`config.mk`:
```
export PLATFORM = sky130hd
export DESIGN_NAME = safe_code_fsm
export DESIGN_NICKNAME = d
export VERILOG_FILES = /design/src/rtl/safe_code_fsm.sv
export SDC_FILE = /design/constraint.sdc
export NUM_CORES = 1
export LEC_CHECK = 0
export ABC_AREA = 1
export CAP_MARGIN = 20
export CORE_UTILIZATION = 55
export CTS_CLUSTER_DIAMETER = 100
export CTS_CLUSTER_SIZE = 8
export DETAILED_ROUTE_END_ITERATION = 6
export PLACE_DENSITY = 0.77
export SYNTH_ARGS = -nofsm -noshare
export SYNTH_HDL_FRONTEND = slang
export SYNTH_SLANG_ARGS = --single-unit
```
`constraint.sdc`:
```
create_clock -name clk -period 2 [get_ports clk]
set_clock_uncertainty 0.2 [all_clocks]
set_input_delay 0.6 -clock clk [delete_from_list [all_inputs] [get_ports clk]]
set_output_delay 0.6 -clock clk [all_outputs]
set_load 0.01 [all_outputs]
```
`src/rtl/safe_code_fsm.sv`:
```
// Combination-entry controller: collects digits, checks against a stored code, opens for a fixed time.
// Optional repeated-failure lockout is compiled in when SAFE_LOCKOUT_EN is defined.
module safe_code_fsm #(
    parameter int DIGIT_W = 4,
    parameter int NUM_DIGITS = 4,
    parameter logic [DIGIT_W*NUM_DIGITS-1:0] DEFAULT_CODE = 16'h1234,
    parameter int OPEN_CYCLES = 8,
    parameter int LOCK_CYCLES = 16,
    parameter int MAX_FAILS = 3
) (
    input  logic                              clk,
    input  logic                              rst,
    input  logic                              enter_p,
    input  logic [DIGIT_W-1:0]                digit,
    input  logic                              set_mode,
    output logic                              unlocked,
    output logic                              error,
    output logic                              locked_out,
    output logic [$clog2(NUM_DIGITS+1)-1:0]   digit_cnt,
    output logic [2:0]                        fsm_state
);
    localparam int CODE_W  = DIGIT_W * NUM_DIGITS;
    localparam int CNT_W   = $clog2(NUM_DIGITS + 1);
    localparam int TMAX    = (OPEN_CYCLES > LOCK_CYCLES) ? OPEN_CYCLES : LOCK_CYCLES;
    localparam int TIMER_W = $clog2(TMAX);

    typedef enum logic [2:0] {
        S_LOCKED  = 3'd0,
        S_CHECK   = 3'd1,
        S_OPEN    = 3'd2,
        S_PROG    = 3'd3,
        S_LOCKOUT = 3'd4
    } state_t;

    state_t               state, state_n;
    logic [CODE_W-1:0]    combo, combo_n;
    logic [CODE_W-1:0]    entry, entry_n;
    logic [CODE_W-1:0]    shifted;
    logic [CNT_W-1:0]     cnt_n;
    logic [TIMER_W-1:0]   timer, timer_n;
    logic                 unlocked_n, error_n;
    logic                 last_digit;

`ifdef SAFE_LOCKOUT_EN
    localparam int FAIL_W = $clog2(MAX_FAILS + 1);
    logic [FAIL_W-1:0]    fail_cnt, fail_n;
    logic                 locked_q, locked_n;
    assign locked_out = locked_q;
`else
    localparam int UNUSED_MAX_FAILS = MAX_FAILS;
    assign locked_out = 1'b0;
`endif

    assign fsm_state  = state;
    assign shifted    = {entry[CODE_W-DIGIT_W-1:0], digit};
    assign last_digit = (digit_cnt == CNT_W'(NUM_DIGITS - 1));

    always_comb begin
        state_n = state;
        combo_n = combo;
        entry_n = entry;
        cnt_n   = digit_cnt;
        timer_n = timer;
        error_n = 1'b0;
`ifdef SAFE_LOCKOUT_EN
        fail_n  = fail_cnt;
`endif
        case (state)
            S_LOCKED: begin
                if (enter_p) begin
                    entry_n = shifted;
                    cnt_n   = digit_cnt + CNT_W'(1);
                    if (last_digit) state_n = S_CHECK;
                end
            end
            S_CHECK: begin
                entry_n = '0;
                cnt_n   = '0;
                if (entry == combo) begin
                    state_n = S_OPEN;
                    timer_n = TIMER_W'(OPEN_CYCLES - 1);
`ifdef SAFE_LOCKOUT_EN
                    fail_n  = '0;
`endif
                end else begin
                    error_n = 1'b1;
`ifdef SAFE_LOCKOUT_EN
                    fail_n  = fail_cnt + FAIL_W'(1);
                    if (fail_cnt == FAIL_W'(MAX_FAILS - 1)) begin
                        state_n = S_LOCKOUT;
                        timer_n = TIMER_W'(LOCK_CYCLES - 1);
                    end else begin
                        state_n = S_LOCKED;
                    end
`else
                    state_n = S_LOCKED;
`endif
                end
            end
            S_OPEN: begin
                // A pulse in the expiry cycle still takes effect, so enter_p is tested first.
                if (enter_p) begin
                    if (set_mode) begin
                        state_n = S_PROG;
                        entry_n = '0;
                        cnt_n   = '0;
                    end else begin
                        state_n = S_LOCKED;
                    end
                end else if (timer == '0) begin
                    state_n = S_LOCKED;
                end else begin
                    timer_n = timer - TIMER_W'(1);
                end
            end
            S_PROG: begin
                if (enter_p) begin
                    entry_n = shifted;
                    cnt_n   = digit_cnt + CNT_W'(1);
                    if (last_digit) begin
                        combo_n = shifted;
                        entry_n = '0;
                        cnt_n   = '0;
                        state_n = S_OPEN;
                        timer_n = TIMER_W'(OPEN_CYCLES - 1);
                    end
                end
            end
`ifdef SAFE_LOCKOUT_EN
            S_LOCKOUT: begin
                if (timer == '0) begin
                    state_n = S_LOCKED;
                    fail_n  = '0;
                end else begin
                    timer_n = timer - TIMER_W'(1);
                end
            end
`endif
            default: state_n = S_LOCKED;
        endcase
        unlocked_n = (state_n == S_OPEN) || (state_n == S_PROG);
`ifdef SAFE_LOCKOUT_EN
        locked_n   = (state_n == S_LOCKOUT);
`endif
    end

    always_ff @(posedge clk or negedge rst) begin
        if (!rst) begin
            state     <= S_LOCKED;
            combo     <= DEFAULT_CODE;
            entry     <= '0;
            digit_cnt <= '0;
            timer     <= '0;
            unlocked  <= 1'b0;
            error     <= 1'b0;
`ifdef SAFE_LOCKOUT_EN
            fail_cnt  <= '0;
            locked_q  <= 1'b0;
`endif
        end else begin
            state     <= state_n;
            combo     <= combo_n;
            entry     <= entry_n;
            digit_cnt <= cnt_n;
            timer     <= timer_n;
            unlocked  <= unlocked_n;
            error     <= error_n;
`ifdef SAFE_LOCKOUT_EN
            fail_cnt  <= fail_n;
            locked_q  <= locked_n;
`endif
        end
    end
endmodule

```
==> reports/qor.csv <==
stage;metric;value;unit
run_status;status;completed;
layout;n_diodes;0;
route;DR WL/cell;11.9;um
critical_path;r2r endpoint;combo[2];
logic_synthesis;Yosys top cell area share;43.2;%
cts;Worst-path clk slew;0.08;ns
critical_path;Crit. End Element;output pin;
min_path;type of the worst min-delay path;input pin to asynchronous set/reset pin;
layout;final non-filler cell total;354;
route;DRC errors left;0;
power_and_ir_drop;leak pwr;1.38;nW
grt;gr usage total;21.3;%
critical_path;Setup CP Type;register to output pin;
grt;grt ovf;0;
placement;gpl congestion;0.868;
logic_synthesis;EDFF count, synth;0;
placement;placed insts;342;
placement;pre-CTS setup slack;-0.239;ns
critical_path;CP Max Fanout;1;
critical_path;WP data required;1.20;ns
timing;Setup WS post-layout;0.0556;ns
grt;initial antenna violation count;0;
cts;CTS Hold Bufs;0;
cts;worst-skew pair later-pin latency;0.30;ns
logic_synthesis;Post-Syn Instances;272;
floorplanning;die width;66.1;um
logic_synthesis;dominant cell type by area after synthesis;dfrtp_1;
layout;NumNets Final;317;
timing;Final min period;1.94;ns
logic_synthesis;Synth cell types;33;
power_and_ir_drop;maximum VDD drop;0.583;mV
critical_path;worst reg2reg path startpoint;digit_cnt[0];
flow_run;max cap viols;0;
route;Total Wirelength;4220;um
placement;number of buffers inserted by port buffering;15;
critical_path;ordered cell list for the critical path;clkdlybuf4s50_1;
route;TritonRoute pass-1 iters;6;
critical_path;crit path max-delay cell type;clkdlybuf4s50_1;
layout;most frequent cells in the layout;nand2_1, inv_1, dfrtp_1;
floorplanning;Initial Util;59.5;%
critical_path;CP max stage delay;0.52;ns
logic_synthesis;ys flop type;dfrtp_1;
grt;largest net degree at the start of global routing;45;
floorplanning;die height;66.1;um
grt;vias in the first global route;1601;
critical_path;CP top delay family;buffers and inverters;
critical_path;crit path launch type;register;
critical_path;Worst R2R Path Depth;10;
timing;ratio of final minimum period to clock period;97.2;%
logic_synthesis;syn avg cell area;8.31;um2
logic_synthesis;post-synthesis cell area;0.00226;mm2
cts;CTS buffer count;5;
critical_path;Reg2Reg Setup Slack;0.08;ns
layout;most common cell after layout, fill and taps aside;nand2_1;
route;DRT iter0 DRCs;68;
timing;Final Hold Fails;0;
power_and_ir_drop;pwr dens;884;mW/mm2
logic_synthesis;Yosys warning total;0;
layout;share of cells above drive strength 1;19.3;%
critical_path;Crit path arrival time;1.14;ns
logic_synthesis;Seq cells post-synth;44;
timing;Max Freq;514;MHz
cts;CTS H-tree depth;2;
logic_synthesis;Async SR Flop Fraction;100;%
grt;first-pass GRT wire length;6900;um
critical_path;Worst Path Buf+Inv;1;
floorplanning;die area;0.00437;mm2
timing;Final Max Tran Viols;0;
route;Vias per Instance;5.07;
cts;clk buf depth;2;
route;ANT nets after route;0;
route;via count;1795;
cts;CTS Sinks;44;
logic_synthesis;synth top area cells;dfrtp_1, nand2_1, inv_1;
floorplanning;# rows;22;
timing;Fin Setup TNS;0;ns
layout;Filler Cell Count;293;
timing;Final setup viols;0;
placement;post-DP HPWL;2760;um
floorplanning;Core Box Area;0.00380;mm2
layout;area delta synth->final;20.4;%
cts;CTS root buffer;clkbuf_8;
cts;TritonCTS clock tree;yes;
floorplanning;I/O Pins;17;
logic_synthesis;Seq/Total Area, Yosys;49.0;%
-- state kept, by name (all words and copies together), names as in the netlist --
| register | count |
|---|---|
| entry | 16 |
| error | 1 |
| digit_cnt | 3 |
| unlocked | 1 |
| combo | 16 |
| fsm_state | 3 |
| timer | 4 |
-- stage by stage --
step | area (um2) | util [%] | hold slack [ns] | power (mW)
2_1_floorplan | 2260 | - | 0.104 | 1.66
3_3_place_gp | 2550 | 67.1 | 0.271 | 1.85
3_5_place_dp | 2550 | 67.1 | 0.275 | 1.87
4_1_cts | 2650 | 69.6 | 0.0705 | 2.41
5_1_grt | 2720 | 71.6 | 0.0613 | 2.58
6_report | 2720 | 71.6 | 0.0571 | 2.41
-- power breakdown --
group,internal [mW],switching [mW]
Combinational,0.332,0.399
Clock,0.243,0.305
Sequential,1.03,0.0941
Total,1.61,0.798
-- kinds of logic (layout without fill, tap and decap cells) --
family | after synthesis | in the layout | synth area share [%]
compound gates | 45 | 45 | 14.6
xor+xnor | 1 | 1 | 0.388
fa+ha+maj | 4 | 4 | 2.21
buf+inv | 61 | 94 | 11.5
flops | 44 | 44 | 49.0
mux | 1 | 1 | 0.997
other cells | 1 | 2 | 0.166
simple gates | 115 | 115 | 21.2
-- metal layers --
metal,up-vias,part of all wire (%),global-route usage [%]
met1,828,45,26.6
met4,0,2.5,9.31
met2,41,49,34.9
li1,914,-,-
met5,-,0,0
met3,12,3.7,5.17
-- worst max path at each step --
stage | from | endpoint | slack [ns] | cells past startpoint
after floorplan | digit_cnt[0] | timer[2] | 0.20 | 9
after global placement | enter_p | timer[0] | -0.21 | 8
after detailed placement | enter_p | entry[2] | -0.24 | 8
after CTS | fsm_state[2] | fsm_state[2] | 0.005 | 1
after global routing | digit_cnt[0] | timer[0] | -0.03 | 10
final | error | error | 0.06 | 1
-- worst register-to-register path: stages, from the launching register on --
cell and delay, ns:
dfrtp_1 0.39, buf_4 0.15, ha_1 0.20, ha_1 0.21, nand2_1 0.07, inv_1 0.06, buf_4 0.14, nand2_4 0.11
clkbuf_16 0.18, nand2_1 0.06, o21ai_0 0.07
-- area by class of cell --
cell class	count	area, um2	area share (%)
sequential	44	1110	40.7
multi-input combinational	168	916	33.7
timing repair buffer	32	347	12.7
inverter	54	204	7.49
clock buffer	5	68.8	2.53
tap	48	60.1	2.21
clock inverter	3	18.8	0.690
-- synth_stat cells, types with 4 or more instances --
library cell / number
o22ai_1: 6
inv_2: 4
nor2_1: 12
o22ai_2: 10
inv_1: 49
ha_1: 4
o21ai_0: 18
nand2_1: 88
dfrtp_1: 39
nand3_1: 5
dfstp_2: 5
-- timing repair --
action,CTS,global route
resized for setup,5,9
endpoints found under the setup margin,5,38
pin swaps,0,1
hold endpoints to repair,0,0
gates cloned,0,2
buffers inserted,2,0
No activity file was read; power rests on OpenSTA's default activity.
